--- config.mk ---
export PLATFORM = sky130hd
export DESIGN_NAME = jk_universal_reg_flat
export DESIGN_NICKNAME = d
export VERILOG_FILES = /design/src/rtl/jk_universal_reg_if.sv /design/src/rtl/jk_universal_reg.sv /design/src/flat_wrapper.sv
export SDC_FILE = /design/constraint.sdc
export NUM_CORES = 1
export LEC_CHECK = 0
export ABC_AREA = 1
export CORE_UTILIZATION = 46
export DETAILED_ROUTE_END_ITERATION = 12
export PLACE_DENSITY = 0.95
export SLEW_MARGIN = 20
export SYNTH_ARGS = -nofsm -noshare
export SYNTH_HDL_FRONTEND = slang
export SYNTH_SLANG_ARGS = --single-unit
--- constraint.sdc ---
create_clock -name clk -period 3 [get_ports clk]
set_input_delay 0.6 -clock clk [delete_from_list [all_inputs] [get_ports clk]]
set_output_delay 0.6 -clock clk [all_outputs]
set_load 0.02 [all_outputs]
--- src/rtl/jk_universal_reg_if.sv ---
// Control/data bundle for jk_universal_reg.
// The master drives the operation; the slave returns register state.
interface jk_universal_reg_if #(
    parameter int WIDTH = 4
);
    logic             en;
    logic [2:0]       mode;
    logic [WIDTH-1:0] j;
    logic [WIDTH-1:0] k;
    logic [WIDTH-1:0] d;
    logic             si;
    logic [WIDTH-1:0] q;
    logic             so;
    logic             wrap;

    modport master (
        output en, mode, j, k, d, si,
        input  q, so, wrap
    );

    modport slave (
        input  en, mode, j, k, d, si,
        output q, so, wrap
    );
endinterface

--- src/rtl/jk_universal_reg.sv ---
// Multi-mode WIDTH-bit register: per-bit JK, load, toggle,
// modulo up/down count with wrap pulse, and serial shift.
module jk_universal_reg #(
    parameter int              WIDTH     = 4,
    parameter longint unsigned MOD       = 64'd1 << WIDTH,
    parameter longint unsigned RESET_VAL = 64'd0
) (
    input  logic              clk,
    input  logic              rst_n,
    jk_universal_reg_if.slave bus
);
    typedef enum logic [2:0] {
        M_HOLD = 3'b000,
        M_JK   = 3'b001,
        M_LOAD = 3'b010,
        M_TGL  = 3'b011,
        M_UP   = 3'b100,
        M_DOWN = 3'b101,
        M_SHL  = 3'b110,
        M_SHR  = 3'b111
    } mode_e;

    // One extra bit so MOD = 2**WIDTH does not overflow the compare.
    localparam logic [WIDTH:0]   MAXV  = (WIDTH+1)'(MOD - 64'd1);
    localparam logic [WIDTH-1:0] RST_Q = WIDTH'(RESET_VAL);

    mode_e            mode;
    logic [WIDTH-1:0] q_r;
    logic             wrap_r;
    logic [WIDTH-1:0] q_nxt;
    logic             w_nxt;
    logic [WIDTH-1:0] shl_v;
    logic [WIDTH-1:0] shr_v;
    logic [WIDTH:0]   q_ext;

    assign mode  = mode_e'(bus.mode);
    assign q_ext = {1'b0, q_r};

    // A 1-bit register shifts the serial input straight in.
    if (WIDTH == 1) begin : g_w1
        assign shl_v = bus.si;
        assign shr_v = bus.si;
    end else begin : g_wn
        assign shl_v = {q_r[WIDTH-2:0], bus.si};
        assign shr_v = {bus.si, q_r[WIDTH-1:1]};
    end

    always_comb begin
        q_nxt = q_r;
        w_nxt = 1'b0;
        if (bus.en) begin
            unique case (mode)
                M_HOLD: q_nxt = q_r;
                M_JK:   q_nxt = (bus.j & ~q_r) | (~bus.k & q_r);
                M_LOAD: q_nxt = bus.d;
                M_TGL:  q_nxt = q_r ^ bus.d;
                M_UP: begin
                    if (q_ext >= MAXV) begin
                        q_nxt = '0;
                        w_nxt = 1'b1;
                    end else begin
                        q_nxt = q_r + 1'b1;
                    end
                end
                M_DOWN: begin
                    if (q_r == '0) begin
                        q_nxt = MAXV[WIDTH-1:0];
                        w_nxt = 1'b1;
                    end else begin
                        q_nxt = q_r - 1'b1;
                    end
                end
                M_SHL:  q_nxt = shl_v;
                M_SHR:  q_nxt = shr_v;
            endcase
        end
    end

    always_ff @(posedge clk) begin
        if (!rst_n) begin
            q_r    <= RST_Q;
            wrap_r <= 1'b0;
        end else begin
            q_r    <= q_nxt;
            wrap_r <= w_nxt;
        end
    end

    assign bus.q    = q_r;
    assign bus.wrap = wrap_r;
    assign bus.so   = (mode == M_SHL) ? q_r[WIDTH-1] : q_r[0];
endmodule

--- src/flat_wrapper.sv ---
// flat-port wrapper written by rule: the top's interface ports become plain ports
module jk_universal_reg_flat 
#(
    parameter int              WIDTH     = 4,
    parameter longint unsigned MOD       = 64'd1 << WIDTH,
    parameter longint unsigned RESET_VAL = 64'd0
)
  (clk, rst_n, bus_en, bus_mode, bus_j, bus_k, bus_d, bus_si, bus_q, bus_so, bus_wrap);
  jk_universal_reg_if #(.WIDTH(WIDTH)) bus_i ();
  input  logic clk;
  input  logic rst_n;
  input wire logic [$bits(bus_i.en)-1:0] bus_en;
  input wire logic [$bits(bus_i.mode)-1:0] bus_mode;
  input wire logic [$bits(bus_i.j)-1:0] bus_j;
  input wire logic [$bits(bus_i.k)-1:0] bus_k;
  input wire logic [$bits(bus_i.d)-1:0] bus_d;
  input wire logic [$bits(bus_i.si)-1:0] bus_si;
  output wire logic [$bits(bus_i.q)-1:0] bus_q;
  output wire logic [$bits(bus_i.so)-1:0] bus_so;
  output wire logic [$bits(bus_i.wrap)-1:0] bus_wrap;
  assign bus_i.en = bus_en;
  assign bus_i.mode = bus_mode;
  assign bus_i.j = bus_j;
  assign bus_i.k = bus_k;
  assign bus_i.d = bus_d;
  assign bus_i.si = bus_si;
  assign bus_q = bus_i.q;
  assign bus_so = bus_i.so;
  assign bus_wrap = bus_i.wrap;
  jk_universal_reg #(.WIDTH(WIDTH), .MOD(MOD), .RESET_VAL(RESET_VAL)) u_core (.clk(clk), .rst_n(rst_n), .bus(bus_i));
endmodule
Yosys cells after proc, flatten, opt, wreduce, memory -nomap -nowiden --
Index checks and enable logic that the tools add are counted.
Operators by class: add/sub/neg operators 2, order comparisons 1, eq/ne operators 7, mux-type cells 7, bitwise operators 7, reductions and logical operators 4
Operator list (number):
- one-hot mux 4 bit (7 select lines) | 1
- == test 3 bit, second input constant | 4
- AND 4 bit | 2
- two-way mux 4 bit | 2
- NOT 4 bit | 2
- == test 3 x 2 -> 1 bit, second input constant | 2
- adder 4 x 1 -> 4 bit, second input constant | 1
- >= comparator 4 bit, second input constant | 1
- zero test 4 bit | 1
- OR 4 bit | 1
- AND reduction 2 bit | 2
- subtractor 4 x 1 -> 4 bit, second input constant | 1
- bitwise XOR 4 bit | 1
- == test 3 x 1 -> 1 bit, second input constant | 1
- zero test 3 bit | 1
- two-way mux 1 bit | 3
- one-hot mux 1 bit (2 select lines) | 1
- NOT 1 bit | 1
Word-level totals: bits in registers 5, logic and storage cells 30

Depth between registers and ports, before layout --
Gate-level depths: netlist of run 1.
word-level depth 4, depth in mapped cells 10

Worst setup path before layout of run 1 --
No wires, ideal clock.
path type input -> output, from input port bus_mode[2], to output port bus_so, arrival 1.428 ns, path slack 0.972 ns, cell stages on the path 3, buffers on the path 1, path through buf_2 > nand3_1 > o21ai_0
Between the ends: longest elaborated chain between the ends 2
Ends and longest elaborated chain:
- start: declaration | RTL line flat_wrapper.sv:13 | input wire logic [$bits(bus_i.mode)-1:0] bus_mode;
- == test 3 bit | RTL line jk_universal_reg.sv:91 | assign bus.so = (mode == M_SHL) ? q_r[WIDTH-1] : q_r[0];
- two-way mux 1 bit | RTL line jk_universal_reg.sv:91
- end: declaration | RTL line flat_wrapper.sv:19 | output wire logic [$bits(bus_i.so)-1:0] bus_so;
No other way between the ends.

Worst setup path after layout of run 1 --
from input port bus_mode[0], to output port bus_so
Same word-level chain as after synthesis.

==> flow_summary.json, run 1 <==
{
  "maxSlewHeadroom_pct": 74.17,
  "grt_pass1_wl_mm": 2.642,
  "start_kind": "input pin",
  "status": "finished clean",
  "drv_slew": 0,
  "final_core_util_pct": 72.84,
  "hold_ws_ns": 0.5410,
  "cp_top_family": "buffers and inverters",
  "area_delta_synth_final_pct": 44.44,
  "leakagePower_nw": 0.4375,
  "final_common_cell": "clkdlybuf4s50_1",
  "layout_common_cells": "clkdlybuf4s50_1, nand2_1, inv_1",
  "synthCells": 115,
  "tns_ns": 0,
  "rrSetupSlack_ns": 1.13,
  "setup_viol_count_final": 0,
  "worst_pin_slew_ns": 0.3869,
  "vias_per_cell": 5.509,
  "hold_violations": 0,
  "yosys-top-cells-area": "dfxtp_1, nand2_1, nand3_1, inv_1, nor2_1",
  "path_cells": "clkdlybuf4s50_1 -> inv_2 -> nand3_1 -> o21ai_0 -> clkdlybuf4s50_1",
  "crit_fanout": 5,
  "path_clk_slew_ns": 0.05,
  "fill_cells": 115,
  "clk_path_buf_depth": 2,
  "pin_count": 25,
  "dieHeight_um": 40.01,
  "slowest_delay_ns": 0.63,
  "start_util_pct": 50.43,
  "syn_nets": 136,
  "ys_ff_latch": 5,
  "fin_crit_sh_pct": 91.83,
  "critical_path_required_ns": 2.40,
  "rr_worst_depth": 10,
  "synth_warnings": 0,
  "cp_num_buf_inv": 3,
  "ff_latch_area_um2": 100.1,
  "grt_pass1_vias": 649,
  "postLayoutCellArea_um2": 959.7,
  "fin_nets": 166,
  "min_to": "u_core.bus.q[3]",
  "route.detailed.drc": 0,
  "layout-drive-gt1-share_pct": 11.81,
  "worstSetupPathType": "input pin to output pin",
  "r2r_end": "u_core.bus.q[0]",
  "worstReg2RegStart": "u_core.bus.q[0]",
  "finClkSkew_ns": 0.005389,
  "vias": 876,
  "dp_hpwl_mm": 1.497,
  "grtUsageTotal_pct": 24.74,
  "hp-start": "u_core.bus.q[3]",
  "grt_max_degree": 11,
  "timing.final.ws_setup_ns": 0.2452,
  "wl_per_cell_um": 12.01,
  "grt.overflow.total": 0,
  "drt-initial-drc-count": 17,
  "core-area_um2": 1318,
  "worstSkewPairLatency_ns": 0.24,
  "ant_nets": 0,
  "arrival_ns": 2.15,
  "htree_levels": 1,
  "synth_top_cell_area_share_pct": 15.07,
  "detail_route.first_pass.iterations": 5,
  "synth_area_per_cell_um2": 5.777,
  "num_antenna_cells": 0,
  "path_common_cell": "clkdlybuf4s50_1",
  "period_minus_slack_ns": 2.755,
  "hold_depth": 2,
  "postCtsSetupRepairBufs": 0,
  "gp_congestion": 0.9083,
  "cts_tree": "yes",
  "pre_cts_ws_ns": 0.2523,
  "yosysUniqueCellTypes": 27,
  "rsz0062_at_grt": "false",
  "cap_violations": 0,
  "dp.cells": 155,
  "crit_path_end_kind": "output pin",
  "antenna_found_initial": 0,
  "portBuffers": 24,
  "irDropWorstVdd_uv": 161.6,
  "die_x_um": 40.01,
  "min_path_type": "flip-flop to flip-flop",
  "cts.sinks": 5,
  "design.die.area_um2": 1600,
  "yosysTopAreaCell": "dfxtp_1",
  "netlist_area_um2": 664.4,
  "multi_input_area_um2": 476.7,
  "cts_buffers": 3,
  "ctsResizeCount": 0,
  "slowest_stage": "clkdlybuf4s50_1",
  "power_mw": 0.2929,
  "placed_area_um2": 933.4,
  "ctsHoldBuffers": 0,
  "max_clock_freq_mhz": 363.0,
  "num_rows": 13,
  "final_cell_count_no_fill": 159,
  "wl_mm": 1.909,
  "root_buffer": "clkbuf_4",
  "ys_seq_area_share_pct": 15.07,
  "power_density_nw_per_um2": 305.2
}
[registers in the layout, indices dropped and copies added (netlist names)]
register	count
u_core.bus.wrap	1
u_core.bus.q	4
[area by class of cell]
cell class | count | area share (%)
timing repair buffer | 27 | 27.38
sequential | 5 | 10.43
tap | 15 | 1.956
inverter | 20 | 7.823
clock buffer | 4 | 2.738
multi-input combinational | 88 | 49.67
[cells in the mapped netlist]
cell type / count
o22a_1: 1
nand3_1: 13
or2_0: 1
xor2_1: 2
dfxtp_1: 5
nor3_1: 2
or2_2: 1
buf_4: 1
ha_1: 2
inv_1: 15
inv_2: 4
a22oi_1: 1
buf_2: 1
nor3_2: 1
nor2_2: 1
xnor2_1: 1
nor2_1: 12
a21oi_2: 3
a32oi_1: 1
o21ai_0: 6
nand2_1: 23
o21ai_1: 2
nand4_1: 4
clkinv_1: 1
a21oi_1: 8
o22ai_1: 2
a31oi_4: 1
[how the worst max path moves through the flow]
stage	startpoint	end	slack, ns	depth (start not counted)
final	bus_mode[0]	bus_so	0.25	5
after global routing	bus_mode[0]	bus_so	0.15	5
after CTS	bus_mode[0]	bus_so	0.25	5
after detailed placement	bus_mode[0]	bus_so	0.25	5
after global placement	bus_mode[0]	bus_so	0.33	5
after floorplan	bus_mode[2]	bus_so	0.97	3
[where the power goes]
part           switching, mW  internal [mW]  leakage (nW)
registers             0.0119         0.0715        0.0412
logic                 0.0676         0.0618         0.381
clock network         0.0296         0.0504        0.0150
[cell families after synthesis]
logic type               after synthesis  synth area share, %
buffers and inverters                 22                13.18
flip-flops                             5                15.07
adder cells (fa/ha/maj)                2                3.766
XOR/XNOR                               3                3.956
AO/OA/AOI/OAI                         25                24.86
AND/OR/NAND/NOR                       58                39.17
[metal layers]
metal | track usage (%) | part of all wire (%) | up-vias
li1 | - | - | 444
met1 | 30.23 | 40 | 388
met2 | 45.16 | 53 | 42
met3 | 3.333 | 6.3 | 2
met4 | 5.172 | 0.89 | 0
met5 | 0 | 0 | -
[tightest hold or removal path, cell delays in order (launching register included)]
cell     delay (ns)
dfxtp_1        0.35
nand2_1        0.10
a21oi_2        0.05
(Power assumes the default switching activity.)
==> inputs of run 2 (changes only) <==
--- a/config.mk
+++ b/config.mk
@@ -8,7 +8,7 @@
 export ABC_AREA = 1
 export CORE_UTILIZATION = 46
 export DETAILED_ROUTE_END_ITERATION = 12
-export PLACE_DENSITY = 0.95
+export PLACE_DENSITY = 0.9
 export SLEW_MARGIN = 20
 export SYNTH_ARGS = -nofsm -noshare
 export SYNTH_HDL_FRONTEND = slang
==> run 2 against run 1 <==
Routed wire length shrank 2.6%. Clock skew shrank 0.0022 ns. First-iteration DRC count grew 140%. Cell count is the same. Global-route usage grew 0.35 points. Total power shrank 1.1%. Combinational power is essentially flat. Register-to-register slack gained 0.06 ns. Sequential power is essentially flat. Worst hold slack gained 0.029 ns. Clock power shrank 3.9%.
==> flow_summary.json, run 2 (same netlist as run 1, synthesis figures left out) <==
{
  "status": "finished clean",
  "wl_per_cell_um": 11.70,
  "cts.sinks": 5,
  "rsz0062_at_grt": "false",
  "num_rows": 13,
  "crit_fanout": 5,
  "grt_pass1_wl_mm": 2.746,
  "postCtsSetupRepairBufs": 0,
  "hold_depth": 2,
  "grtUsageTotal_pct": 25.09,
  "arrival_ns": 2.14,
  "final_common_cell": "clkdlybuf4s50_1",
  "start_kind": "input pin",
  "min_to": "u_core.bus.q[3]",
  "die_x_um": 40.01,
  "drv_slew": 0,
  "crit_path_end_kind": "output pin",
  "hp-start": "u_core.bus.q[3]",
  "rr_worst_depth": 10,
  "critical_path_required_ns": 2.40,
  "finClkSkew_ns": 0.003165,
  "ant_nets": 0,
  "largest_register_ff_count": 4,
  "min_path_type": "flip-flop to flip-flop",
  "cts_buffers": 3,
  "ctsResizeCount": 0,
  "fin_crit_sh_pct": 91.23,
  "cap_violations": 0,
  "core-area_um2": 1318,
  "design.die.area_um2": 1600,
  "power_mw": 0.2897,
  "worstSkewPairLatency_ns": 0.24,
  "vias_per_cell": 5.604,
  "layout-drive-gt1-share_pct": 11.81,
  "hold_violations": 0,
  "worst_pin_slew_ns": 0.3500,
  "dieHeight_um": 40.01,
  "setup_viol_count_final": 0,
  "num_antenna_cells": 0,
  "htree_levels": 1,
  "max_clock_freq_mhz": 365.4,
  "clk_path_buf_depth": 2,
  "wl_mm": 1.860,
  "fin_nets": 166,
  "period_minus_slack_ns": 2.737,
  "grt.overflow.total": 0,
  "leakagePower_nw": 0.4375,
  "area_delta_synth_final_pct": 44.44,
  "rrSetupSlack_ns": 1.19,
  "tns_ns": 0,
  "dp_hpwl_mm": 1.465,
  "cts_tree": "yes",
  "power_density_nw_per_um2": 301.8,
  "route.detailed.drc": 0,
  "vias": 891,
  "final_core_util_pct": 72.84,
  "layout_common_cells": "clkdlybuf4s50_1, nand2_1, inv_1",
  "drt-initial-drc-count": 40,
  "root_buffer": "clkbuf_4",
  "grt_max_degree": 11,
  "gp_congestion": 0.8930,
  "detail_route.first_pass.iterations": 4,
  "portBuffers": 24,
  "worstReg2RegStart": "u_core.bus.q[0]",
  "ctsHoldBuffers": 0,
  "worstSetupPathType": "input pin to output pin",
  "irDropWorstVdd_uv": 123.3,
  "start_util_pct": 50.43,
  "r2r_end": "u_core.bus.q[0]",
  "pin_count": 25,
  "grt_pass1_vias": 684,
  "path_clk_slew_ns": 0.04,
  "maxSlewHeadroom_pct": 76.64,
  "antenna_found_initial": 0
}
[run 2: through the flow]
stage | hold WS (ns) | setup WS [ns] | instance area (um2) | std cells
after floorplan | 0.5983 | 0.9723 | 664.4 | 115
after global placement | 0.5465 | 0.3249 | 933.4 | 155
after detailed placement | 0.5583 | 0.2532 | 933.4 | 155
after CTS | 0.5659 | 0.2538 | 959.7 | 159
after global routing | 0.5989 | 0.1628 | 959.7 | 159
final | 0.5695 | 0.2631 | 959.7 | 159
[run 2: per-layer routing]
| metal | GRT usage (%) | vias to the layer above | wire (um) |
|---|---|---|---|
| li1 | - | 445 | - |
| met1 | 29.90 | 398 | 772 |
| met2 | 43.55 | 42 | 917 |
| met3 | 4.444 | 6 | 122 |
| met4 | 10.34 | 0 | 47 |
| met5 | 0 | - | 0 |
[run 2: worst max-delay path, stage by stage]
cell and delay (ns):
clkdlybuf4s50_1 0.44, inv_2 0.13, nand3_1 0.16, o21ai_0 0.19, clkdlybuf4s50_1 0.62
[run 2: layout make-up]
cell class / count / area (um2)
Fill cell: 126 / 357.8
Clock buffer: 4 / 26.28
Multi-Input combinational cell: 88 / 476.7
Timing Repair Buffer: 27 / 262.8
Tap cell: 15 / 18.77
Inverter: 20 / 75.07
Sequential cell: 5 / 100.1
[run 2: worst max-delay path by stage]
| stage | from | to | slack [ns] | cells past startpoint |
|---|---|---|---|---|
| floorplan | bus_mode[2] | bus_so | 0.97 | 3 |
| global placement | bus_mode[0] | bus_so | 0.32 | 5 |
| detailed placement | bus_mode[0] | bus_so | 0.25 | 5 |
| CTS | bus_mode[0] | bus_so | 0.25 | 5 |
| global route | bus_mode[0] | bus_so | 0.16 | 5 |
| finish | bus_mode[0] | bus_so | 0.26 | 5 |
[run 2: power by group]
group / switching [mW] / internal (mW) / total, mW
Sequential: 0.0114 / 0.0717 / 0.0831
Clock: 0.0267 / 0.0502 / 0.0769
Combinational: 0.0679 / 0.0618 / 0.130
Total: 0.106 / 0.184 / 0.290
==> inputs of run 3 (changes only) <==
--- a/config.mk
+++ b/config.mk
@@ -9,7 +9,8 @@
 export CORE_UTILIZATION = 46
 export DETAILED_ROUTE_END_ITERATION = 12
 export PLACE_DENSITY = 0.9
-export SLEW_MARGIN = 20
+export REMOVE_ABC_BUFFERS = 1
+export SLEW_MARGIN = 0
 export SYNTH_ARGS = -nofsm -noshare
 export SYNTH_HDL_FRONTEND = slang
 export SYNTH_SLANG_ARGS = --single-unit
==> run 3 against run 2 <==
Count of clock-buffer cells in the layout is the same. Routed wire length is 6.7% higher. Combinational power barely moved. Clock skew rose by 0.0051 ns. Sequential power about the same. Utilization did not move. Critical path type unchanged.
==> flow_summary.json, run 3 (same netlist as run 1, synthesis figures left out) <==
{
  "die_x_um": 40.01,
  "dp_hpwl_mm": 1.567,
  "ctsHoldBuffers": 0,
  "wl_per_cell_um": 12.48,
  "fin_crit_sh_pct": 91.38,
  "grt_pass1_wl_mm": 3.118,
  "area_delta_synth_final_pct": 44.44,
  "startpoint": "bus_mode[0]",
  "crit_path_end_kind": "output pin",
  "htree_levels": 1,
  "worstSetupPathType": "input pin to output pin",
  "crit_end": "bus_so",
  "cap_violations": 0,
  "final_cell_count_no_fill": 159,
  "finClkSkew_ns": 0.008283,
  "grtUsageTotal_pct": 29.72,
  "min_path_type": "flip-flop to flip-flop",
  "critical_path_required_ns": 2.40,
  "path_clk_slew_ns": 0.05,
  "status": "finished clean",
  "dieHeight_um": 40.01,
  "worstReg2RegStart": "u_core.bus.q[0]",
  "grt.overflow.total": 0,
  "setup_viol_count_final": 0,
  "period_minus_slack_ns": 2.742,
  "cts_tree": "yes",
  "num_rows": 13,
  "ctsResizeCount": 0,
  "hold_violations": 0,
  "drv_slew": 0,
  "grt_pass1_vias": 748,
  "cts_buffers": 3,
  "gp_congestion": 0.8805,
  "cts.sinks": 5,
  "crit_fanout": 5,
  "worstSkewPairLatency_ns": 0.26,
  "num_antenna_cells": 0,
  "rr_worst_depth": 8,
  "root_buffer": "clkbuf_4",
  "start_util_pct": 50.43,
  "antenna_found_initial": 0,
  "design.die.area_um2": 1600,
  "drt-initial-drc-count": 33,
  "fin_nets": 166,
  "rrSetupSlack_ns": 1.15,
  "pin_count": 25,
  "largest_register_ff_count": 4,
  "maxSlewHeadroom_pct": 75.35,
  "met1_length_um": 781,
  "wl_mm": 1.985,
  "r2r_end": "u_core.bus.q[2]",
  "detail_route.first_pass.iterations": 4,
  "met2RoutedLength_um": 975,
  "dp.cells": 155,
  "arrival_ns": 2.14,
  "ant_nets": 0,
  "start_kind": "input pin",
  "layout_common_cells": "clkdlybuf4s50_1, nand2_1, inv_1",
  "top_layer_used": "met4",
  "portBuffers": 24,
  "layout-drive-gt1-share_pct": 11.81,
  "route.detailed.drc": 0,
  "fill_cells": 108,
  "vias": 901,
  "wl_met3_um": 172,
  "rsz0062_at_grt": "false",
  "clk_path_buf_depth": 2,
  "worst_pin_slew_ns": 0.3692,
  "final_common_cell": "clkdlybuf4s50_1",
  "placed_area_um2": 933.4,
  "grt_max_degree": 11,
  "irDropWorstVdd_uv": 209.4,
  "power_mw": 0.2967,
  "postLayoutCellArea_um2": 959.7,
  "power_density_nw_per_um2": 309.2,
  "postCtsSetupRepairBufs": 0,
  "vias_per_cell": 5.667,
  "leakagePower_nw": 0.4375,
  "max_clock_freq_mhz": 364.8,
  "core-area_um2": 1318,
  "tns_ns": 0
}
[run 3: routing by layer]
layer	vias to the layer above	track usage (%)
li1	441	-
met1	401	34.67
met2	48	46.37
met3	11	13.33
met4	0	12.93
met5	-	0
[run 3: where the power goes]
| group | internal, mW | switching [mW] |
|---|---|---|
| clock network | 0.0506 | 0.0326 |
| registers | 0.0716 | 0.0116 |
| logic | 0.0618 | 0.0685 |
[run 3: cell type report]
cell class | instances | area [um2] | share of cell area (%)
clock buffer | 4 | 26.28 | 2.738
inverter | 20 | 75.07 | 7.823
multi-input combinational | 88 | 476.7 | 49.67
sequential | 5 | 100.1 | 10.43
tap | 15 | 18.77 | 1.956
timing repair buffer | 27 | 262.8 | 27.38
[run 3: worst min path at each step]
stage,startpoint,endpoint,slack [ns],cells past startpoint
after CTS,u_core.bus.q[3],u_core.bus.q[3],0.56,2
final,u_core.bus.q[3],u_core.bus.q[3],0.57,2
after floorplan,u_core.bus.q[3],u_core.bus.q[3],0.60,2
after detailed placement,u_core.bus.q[3],u_core.bus.q[3],0.55,2
after global placement,u_core.bus.q[3],u_core.bus.q[3],0.54,2
after global routing,u_core.bus.q[3],u_core.bus.q[3],0.59,2
[run 3: critical path, cell delays in order]
cell	delay [ns]
clkdlybuf4s50_1	0.44
inv_2	0.12
nand3_1	0.16
o21ai_0	0.19
clkdlybuf4s50_1	0.63
[run 3: metrics by stage]
step	hold slack [ns]	setup WS, ns	util (%)
CTS	0.5611	0.2537	72.84
detailed placement	0.5535	0.2401	70.85
floorplan	0.5983	1.074	-
global placement	0.5423	0.3243	70.85
global route	0.5915	0.1650	72.84
finish	0.5705	0.2585	72.84
